[src/rtl/acc_pkg.sv]
// acc_pkg: shared opcode constants and FSM state encoding for the
// parametrised accumulator (acc_nbit) and its ALU (alu_nbit).
package acc_pkg;

  localparam int OP_W = 3;

  localparam logic [OP_W-1:0] OP_ADD  = 3'b000;
  localparam logic [OP_W-1:0] OP_SUB  = 3'b001;
  localparam logic [OP_W-1:0] OP_AND  = 3'b010;
  localparam logic [OP_W-1:0] OP_OR   = 3'b011;
  localparam logic [OP_W-1:0] OP_XOR  = 3'b100;
  localparam logic [OP_W-1:0] OP_LOAD = 3'b101;
  localparam logic [OP_W-1:0] OP_CLR  = 3'b110;
  localparam logic [OP_W-1:0] OP_PASS = 3'b111;

  typedef enum logic {
    ST_ACC  = 1'b0,
    ST_HOLD = 1'b1
  } state_e;

endpackage

[src/rtl/acc_nbit_if.sv]
// acc_nbit_if: operand input channel and result output channel of the
// accumulator, both valid/ready. slave = accumulator side, master = driver.
interface acc_nbit_if #(parameter int WIDTH = 8);
  import acc_pkg::*;

  logic             in_valid;
  logic             in_ready;
  logic [OP_W-1:0]  in_op;
  logic [WIDTH-1:0] in_data;
  logic             out_valid;
  logic             out_ready;
  logic [WIDTH-1:0] out_data;
  logic             out_carry;
  logic             out_ovf;

  modport slave (
    input  in_valid, in_op, in_data, out_ready,
    output in_ready, out_valid, out_data, out_carry, out_ovf
  );

  modport master (
    output in_valid, in_op, in_data, out_ready,
    input  in_ready, out_valid, out_data, out_carry, out_ovf
  );
endinterface

[src/rtl/alu_nbit.sv]
// alu_nbit: combinational WIDTH-bit ALU for the accumulator.
// Optional build macro ACC_SAT_EN: ADD/SUB clamp unsigned instead of wrapping;
// carry/ovf always reflect the wrapped arithmetic.
module alu_nbit
  import acc_pkg::*;
#(
  parameter int WIDTH = 8
) (
  input  logic [WIDTH-1:0] a,
  input  logic [WIDTH-1:0] b,
  input  logic [OP_W-1:0]  op,
  output logic [WIDTH-1:0] y,
  output logic             carry,
  output logic             ovf
);

  logic [WIDTH:0] sum;
  logic [WIDTH:0] diff;

  // Opcode decode; flags are only raised by ADD and SUB
  always_comb begin
    sum   = {1'b0, a} + {1'b0, b};
    diff  = {1'b0, a} - {1'b0, b};
    y     = a;
    carry = 1'b0;
    ovf   = 1'b0;
    case (op)
      OP_ADD: begin
        carry = sum[WIDTH];
        ovf   = (a[WIDTH-1] == b[WIDTH-1]) && (sum[WIDTH-1] != a[WIDTH-1]);
`ifdef ACC_SAT_EN
        y = sum[WIDTH] ? '1 : sum[WIDTH-1:0];
`else
        y = sum[WIDTH-1:0];
`endif
      end
      OP_SUB: begin
        // The extra bit of the widened difference is the unsigned borrow
        carry = diff[WIDTH];
        ovf   = (a[WIDTH-1] != b[WIDTH-1]) && (diff[WIDTH-1] != a[WIDTH-1]);
`ifdef ACC_SAT_EN
        y = diff[WIDTH] ? '0 : diff[WIDTH-1:0];
`else
        y = diff[WIDTH-1:0];
`endif
      end
      OP_AND:  y = a & b;
      OP_OR:   y = a | b;
      OP_XOR:  y = a ^ b;
      OP_LOAD: y = b;
      OP_CLR:  y = '0;
      default: y = a;
    endcase
  end

endmodule

[src/rtl/acc_nbit.sv]
// acc_nbit: accumulates BURST operand/opcode pairs through alu_nbit, then
// holds the result with sticky carry/overflow until the consumer takes it.
// Optional build macro ACC_SAT_EN (handled inside alu_nbit) saturates ADD/SUB.
module acc_nbit
  import acc_pkg::*;
#(
  parameter int WIDTH = 8,
  parameter int BURST = 4
) (
  input  logic      clk,
  input  logic      rst,
  acc_nbit_if.slave bus
);

  localparam int CNT_W = (BURST > 1) ? $clog2(BURST) : 1;
  localparam logic [CNT_W-1:0] CNT_LAST = CNT_W'(BURST - 1);

  state_e           state_reg, state_next;
  logic [CNT_W-1:0] cnt_reg, cnt_next;
  logic [WIDTH-1:0] acc_reg, acc_next;
  logic             carry_reg, carry_next;
  logic             ovf_reg, ovf_next;

  logic [WIDTH-1:0] alu_y;
  logic             alu_carry;
  logic             alu_ovf;

  alu_nbit #(.WIDTH(WIDTH)) u_alu (
    .a     (acc_reg),
    .b     (bus.in_data),
    .op    (bus.in_op),
    .y     (alu_y),
    .carry (alu_carry),
    .ovf   (alu_ovf)
  );

  // State, counter, accumulator and flag registers
  always_ff @(posedge clk or posedge rst) begin
    if (rst) begin
      state_reg <= ST_ACC;
      cnt_reg   <= '0;
      acc_reg   <= '0;
      carry_reg <= 1'b0;
      ovf_reg   <= 1'b0;
    end else begin
      state_reg <= state_next;
      cnt_reg   <= cnt_next;
      acc_reg   <= acc_next;
      carry_reg <= carry_next;
      ovf_reg   <= ovf_next;
    end
  end

  // Next-state: fold operands while in ACC, release the result from HOLD
  always_comb begin
    state_next = state_reg;
    cnt_next   = cnt_reg;
    acc_next   = acc_reg;
    carry_next = carry_reg;
    ovf_next   = ovf_reg;
    case (state_reg)
      ST_ACC: begin
        if (bus.in_valid) begin
          acc_next   = alu_y;
          carry_next = carry_reg | alu_carry;
          ovf_next   = ovf_reg | alu_ovf;
          if (cnt_reg == CNT_LAST) begin
            cnt_next   = '0;
            state_next = ST_HOLD;
          end else begin
            cnt_next = cnt_reg + CNT_W'(1);
          end
        end
      end
      ST_HOLD: begin
        if (bus.out_ready) begin
          acc_next   = '0;
          carry_next = 1'b0;
          ovf_next   = 1'b0;
          state_next = ST_ACC;
        end
      end
      default: state_next = ST_ACC;
    endcase
  end

  // Handshake outputs come straight from registered state
  assign bus.in_ready  = (state_reg == ST_ACC);
  assign bus.out_valid = (state_reg == ST_HOLD);
  assign bus.out_data  = acc_reg;
  assign bus.out_carry = carry_reg;
  assign bus.out_ovf   = ovf_reg;

endmodule

[src/flat_wrapper.sv]
// flat-port wrapper written by rule: the top's interface ports become plain ports
module acc_nbit_flat import acc_pkg::*;
#(
  parameter int WIDTH = 8,
  parameter int BURST = 4
)
  (clk, rst, bus_in_valid, bus_in_op, bus_in_data, bus_out_ready, bus_in_ready, bus_out_valid, bus_out_data, bus_out_carry, bus_out_ovf);
  acc_nbit_if #(.WIDTH(WIDTH)) bus_i ();
  input  logic clk;
  input  logic rst;
  input wire logic [$bits(bus_i.in_valid)-1:0] bus_in_valid;
  input wire logic [$bits(bus_i.in_op)-1:0] bus_in_op;
  input wire logic [$bits(bus_i.in_data)-1:0] bus_in_data;
  input wire logic [$bits(bus_i.out_ready)-1:0] bus_out_ready;
  output wire logic [$bits(bus_i.in_ready)-1:0] bus_in_ready;
  output wire logic [$bits(bus_i.out_valid)-1:0] bus_out_valid;
  output wire logic [$bits(bus_i.out_data)-1:0] bus_out_data;
  output wire logic [$bits(bus_i.out_carry)-1:0] bus_out_carry;
  output wire logic [$bits(bus_i.out_ovf)-1:0] bus_out_ovf;
  assign bus_i.in_valid = bus_in_valid;
  assign bus_i.in_op = bus_in_op;
  assign bus_i.in_data = bus_in_data;
  assign bus_i.out_ready = bus_out_ready;
  assign bus_in_ready = bus_i.in_ready;
  assign bus_out_valid = bus_i.out_valid;
  assign bus_out_data = bus_i.out_data;
  assign bus_out_carry = bus_i.out_carry;
  assign bus_out_ovf = bus_i.out_ovf;
  acc_nbit #(.WIDTH(WIDTH), .BURST(BURST)) u_core (.clk(clk), .rst(rst), .bus(bus_i));
endmodule
[config.mk]
export PLATFORM = sky130hd
export DESIGN_NAME = acc_nbit_flat
export DESIGN_NICKNAME = d
export VERILOG_FILES = /design/src/rtl/acc_pkg.sv /design/src/rtl/acc_nbit_if.sv /design/src/rtl/alu_nbit.sv /design/src/rtl/acc_nbit.sv /design/src/flat_wrapper.sv
export SDC_FILE = /design/constraint.sdc
export NUM_CORES = 1
export LEC_CHECK = 0
export BUFFER_PORTS_ARGS = -buffer_cell sky130_fd_sc_hd__buf_4
export CORE_ASPECT_RATIO = 1.75
export CORE_MARGIN = 8
export CORE_UTILIZATION = 53
export CTS_CLUSTER_DIAMETER = 120
export DETAILED_ROUTE_END_ITERATION = 8
export HOLD_SLACK_MARGIN = 0.15
export MAX_ROUTING_LAYER = met4
export PLACE_DENSITY_LB_ADDON = 0.3
export SYNTH_ARGS = -nofsm -noshare
export SYNTH_HDL_FRONTEND = slang
export SYNTH_SLANG_ARGS = --single-unit
[constraint.sdc]
create_clock -name clk -period 2.2 [get_ports clk]
set_clock_uncertainty 0.2 [all_clocks]
set_input_delay 0.44 -clock clk [delete_from_list [all_inputs] [get_ports clk]]
set_output_delay 0.44 -clock clk [all_outputs]
set_load 0.01 [all_outputs]
-- Word level (Yosys, flattened, before mapping)
Index checks and enable logic that the tools add are counted.
- register bits: 13
- output and inout bits: 12
- word-level logic and storage cells: 50
- add/sub/neg operators: 3
- equality and inequality tests: 14
- muxes and demuxes: 16
- bitwise gates (word level): 6
- reductions and logical operators: 6
- operators by type and width (operator ; number):
    8-bit case mux with 7 select lines ; 1
    8-bit two-way mux ; 2
    8-bit case mux with 2 select lines ; 1
    1-bit case mux with 2 select lines ; 5
    8-bit by 8-bit adder with 9-bit output ; 1
    3-bit equality test, second input constant ; 3
    8-bit by 8-bit subtractor with 9-bit output ; 1
    8-bit bitwise AND ; 1
    8-bit by 1-bit inequality test with 1-bit output, second input constant ; 1
    8-bit bitwise OR ; 1
    8-bit bitwise XOR ; 1
    3-bit by 2-bit equality test with 1-bit output, second input constant ; 2
    1-bit two-way mux ; 6
    2-bit inequality test, second input constant ; 2
    2-bit AND reduction ; 2
    3-bit by 1-bit equality test with 1-bit output, second input constant ; 1
    3-bit zero test ; 1
    1-bit inequality test ; 3
    3-bit AND reduction ; 1
    2-bit by 1-bit adder with 2-bit output, second input constant ; 1
    2-bit equality test, second input constant ; 1
    1-bit logical AND ; 2
    2-bit two-way mux ; 1
    1-bit bitwise OR ; 2
    2 further kinds ; 2

-- Longest topological paths before layout
- depth after elaboration: 7
- mapped depth: 8

-- Modules after synthesis
A second synthesis with hierarchy kept.
- cell total of the unflattened synthesis: 228
- area, all modules: 1919.3 um2
- modules (own cells, without submodules) (module ; times used ; cells an instance ; area an instance (um2) ; seq. area each (um2)):
    alu_nbit ; 1 ; 187 ; 1327.5 ; 0.0
    acc_nbit ; 1 ; 41 ; 591.8 ; 325.3

-- Worst setup path after synthesis
Ideal clock, no wire load.
- path type: reg-to-reg
- start point: register u_core.acc_reg[0] (netlist: u_core.bus.out_data[0])
- end point: register u_core.carry_reg (netlist: u_core.bus.out_carry)
- setup time: 123 ps
- data arrival time: 1998 ps
- required time: 1877 ps
- path slack: -120 ps
- cell stages (with the launch flop): 8
- buffers on the path: 0
- period minus slack after synthesis: 2320 ps
- path through: dfrtp_1 ha_1 fa_1 a211oi_1 o21ba_2 o21ai_0 and3_1 o221a_2
- longest elaborated chain between the ends: 5
- elaborated cells between the ends (all ways): 6
- classes of those cells: add/sub (2); mux (3); bitwise (1)
- RTL lines (element ; RTL line ; source):
    start, declared ; acc_nbit.sv:20 ; logic [WIDTH-1:0] acc_reg, acc_next;
    start signal, assigned ; acc_nbit.sv:48 ; acc_reg <= acc_next;
    8-bit by 8-bit subtractor with 9-bit output or 8-bit by 8-bit adder with 9-bit output (tied branches) ; alu_nbit.sv:23, alu_nbit.sv:22 ;
    1-bit case mux with 2 select lines (*) ; alu_nbit.sv:27 ; case (op)
    1-bit bitwise OR (*) ; acc_nbit.sv:65 ; carry_next = carry_reg | alu_carry;
    1-bit two-way mux (*) ; acc_nbit.sv:63 ; if (bus.in_valid) begin
    1-bit case mux with 2 select lines (*) ; acc_nbit.sv:61 ; case (state_reg)
    end signal, assigned ; acc_nbit.sv:49 ; carry_reg <= carry_next;
    end, declared ; acc_nbit.sv:21 ; logic carry_reg, carry_next;
Mark *: on every way between the ends. The rest lies on a longest branch, timed or not. The select of a mux whose other input is x is not followed.
A chain may end at the register's enable or synchronous reset.

-- Worst setup path after layout
Same ends and word-level chain as after synthesis.

==> key figures <==
Critical path
  – Element type at the critical path start: flip-flop
  – Setup crit end kind: flip-flop
  – Worst reg-to-reg setup slack: 0.02 ns
  – Worst reg2reg path startpoint: u_core.bus.out_data[0]$_DFFE_PP0P_
  – WS Path Type: reg2reg
  – Worst path required time: 2.14 ns
  – Critical register-to-register path endpoint: u_core.bus.out_carry$_DFFE_PP0P_
  – Number of cell instances on the worst register-to-register path: 8
  – CP Capture Point: u_core.bus.out_carry$_DFFE_PP0P_
  – Crit path max fanout: 3
  – Critical Path Start: u_core.bus.out_data[0]$_DFFE_PP0P_
  – Arrival time reported for the critical path endpoint: about 2.1 ns

Power and ir drop
  – IR Drop Worst-Case VDD: 1.03 mV
  – Cell leakage power: 1.31 nW
  – Power Total: 0.00311 W
  – Ratio of total power to cell area: 1190 nW/um^2

Synth
  – Number of instances in the synthesized netlist: 248
  – Part of the Yosys area used for sequential elements: 17.1%
  – Share of flip-flops with an asynchronous set or reset: 100%
  – Count of synthesis-stage warnings from yosys: 0
  – Post-synthesis cell type count: 55
  – Main flop type after synthesis: dfrtp_1
  – Post-synthesis average cell area: 7.66 sq um
  – Library cell with the largest summed area after synthesis: dfrtp_1
  – Mapped Nets: 290
  – Count of flip-flops with a built-in enable after synthesis: 0
  – Most frequent cell after synthesis: inv_1
  – Synthesized cell area: ~1900 sq um
  – Synthesized flop and latch total: 13
  – Synth top cells by count: 28 x inv_1, 25 x ha_1, 23 x nand2_1
  – Dominant cells by area after synthesis: dfrtp_1 17%, ha_1 16%, inv_1 5.5%
  – Fraction of synthesized cell area taken by the top area cell type: 17.1%

Die
  – Area enclosed by the die boundary: 5830 sq um
  – Row cnt: 29
  – Floorplan die height: 95.2 microns
  – Initial core utilization: 54.0%
  – I/O pin count: 27
  – DIE WIDTH: roughly 61 microns
  – Placeable core area: 3520 sq um

Finish
  – Flip-flop count of the largest register after layout: 8
  – Number of nets in the final layout: ~370
  – Final Cell Area: 2620 sq um
  – Antenna diode instance count: 0
  – Synth-to-Final Area Change: 37.7%
  – Layout cell share with drive strength beyond 1: 32.2%
  – Final design utilization: 74.4%

CTS
  – Clock edge transition at the registers on the reported setup and hold paths: 0.07 ns
  – Later-pin clock latency in the skew report: 0.25 ns
  – CTS HTree Levels: 1
  – TritonCTS clock tree: yes
  – Clock Root Buffer: clkbuf_8
  – Clock Tree Buf Depth: 2
  – Clock tree sinks: 13
  – Clock buffer count from CTS: 3

STA
  – RSZ-0062 raised after global routing: true
  – Minimum clock period: between 2 and 2.5 ns
  – Final total negative setup slack: 0 ns
  – Smallest hold slack: 0.207 ns
  – Least-Margin Pin Slew: 0.554 ns
  – Final count of negative-setup-slack endpoints: 0
  – Endpoints failing hold: 0
  – Maximum operating frequency: 458 MHz
  – Worst max-slew margin expressed relative to the limit: 63.0%
  – Final-report max-slew violation count: 0
  – Final period util: 99.2%

Global routing
  – Number of antenna violations at the first check in global routing: 0
  – Total gr overflow: 0
  – Total global-route track usage: 22.8%
  – Pin count of the biggest net entering global routing: 27
  – Wire length of the first global-routing pass: 9890 microns
  – Via count of the first global-routing pass: between 2,000 and 2,500

Worst hold path
  – Path class of the lowest-slack min-delay path: in2reg

Detailed routing
  – Iteration-0 DRC count of the detailed router: 118
  – Total wirelength of the detailed-routed design: approximately 6300 microns
  – Routed wire per std cell: 17.1 microns
  – DRC violation count after routing: 0
  – Number of nets still failing antenna checks after routing: 0
  – Detailed-routing iteration count for the pre-antenna-repair pass: 4
  – Number of vias per cell: between 5 and 6
  – Number of vias after detailed routing: 2,169

Placement
  – Routability-driven placement congestion ratio: 1.03
  – Dpl hpwl: 4900 microns
  – Placed instance area: roughly 2500 sq um
  – Port-buffer cells: 26

Status
  – Status: completed

Job
  – Total of max-cap violations: 0
[cells in the final DEF, fill, tap and decap left out, types with 2 or more instances in the layout]
cell type  Yosys  routed
a21o_1         3       3
nand3_1        8       8
or3_1          3       3
ha_2           0       2
o221ai_1       2       2
nand2b_1       5       5
xnor2_1        3       3
nor3_1         3       3
buf_4          3      80
xor2_1         2       2
nor4_1         2       2
a211oi_1       3       2
inv_2          1       2
nor2_1        15      15
and3_1         2       2
o21ai_1        0       3
o21ai_0       19      15
nand2_1       23      23
o22ai_1        3       3
dfrtp_1       13      13
fa_2           0       2
clkbuf_8       0       3
mux2i_1        5       5
ha_1          25      22
o211ai_1       2       2
o2111ai_1      4       3
o211a_1        3       3
inv_1         28      27
a31oi_1        2       2
a31o_2         2       2
nand4_1        2       2
nand3b_1       2       2
o311ai_0       2       2
nor2b_1        2       2
o21a_1         4       4
a21oi_1       20      20
[cell families after synthesis]
logic type | Yosys count | share of synthesized area [%]
flip-flops | 13 | 17.1
multiplexers | 7 | 4.41
buffers and inverters | 39 | 8.62
AND/OR/NAND/NOR | 73 | 19.1
XOR/XNOR | 5 | 2.30
AO/OA/AOI/OAI | 84 | 29.9
adder cells (fa/ha/maj) | 27 | 18.6
[critical path, stage by stage (launching register included)]
cell and delay, ns:
dfrtp_1 0.40, inv_2 0.07, ha_4 0.17, fa_2 0.42
o21bai_4 0.16, nand4_1 0.14, a31oi_1 0.17, o41ai_1 0.09
o221a_2 0.25
[where the power goes]
part           total [W]  internal, W  switching [W]
clock           0.000226     0.000128      0.0000977
combinational    0.00244      0.00123        0.00121
sequential      0.000438     0.000353      0.0000857
total            0.00311      0.00171        0.00139
[final cells by class]
cell class,instances,area (sq um)
Clock buffer,4,45.0
Fill cell,304,902
Inverter,29,109
Multi-Input combinational cell,196,1470
Sequential cell,13,325
Tap cell,46,57.6
Timing Repair Buffer,81,611
[per-stage QoR]
step                setup WS (ns)  std cells
finish                     0.0166        369
floorplan                 0.00763        248
global route              -0.0671        369
detailed placement         -0.200        361
global placement           -0.132        361
CTS                       0.00124        368
[what timing repair did]
| action | 4_1_cts | 5_1_grt |
|---|---|---|
| hold buffers | 1 | 0 |
| cloned | 0 | 0 |
| buffers inserted | 2 | 1 |
| pin swaps | 7 | 5 |
| hold endpoints to repair | 13 | 0 |
| resized for setup | 3 | 12 |
| setup endpoints to repair | 4 | 6 |
[routing by layer]
layer  vias up  GRT usage (%)  share of wire (%)
met4         0           11.4                4.5
li1       1043              -                  -
met2        88           41.4                 55
met3        28           2.16                5.3
met1      1010           22.8                 35
met5         -              -                  0
[worst min path at each step]
stage | slack (ns) | depth (start not counted) | to | startpoint
3_3_place_gp | 0.26 | 2 | u_core.cnt_reg[1]$_DFFE_PP0P_ | u_core.cnt_reg[1]$_DFFE_PP0P_
6_report | 0.21 | 2 | u_core.bus.out_valid$_DFF_PP0_ | bus_out_ready
3_5_place_dp | 0.28 | 2 | u_core.cnt_reg[1]$_DFFE_PP0P_ | u_core.cnt_reg[1]$_DFFE_PP0P_
5_1_grt | 0.21 | 2 | u_core.bus.out_valid$_DFF_PP0_ | bus_out_ready
2_1_floorplan | 0.12 | 1 | u_core.bus.out_carry$_DFFE_PP0P_ | rst
4_1_cts | 0.21 | 2 | u_core.bus.out_valid$_DFF_PP0_ | bus_out_ready
No activity file was read; power rests on OpenSTA's default activity.
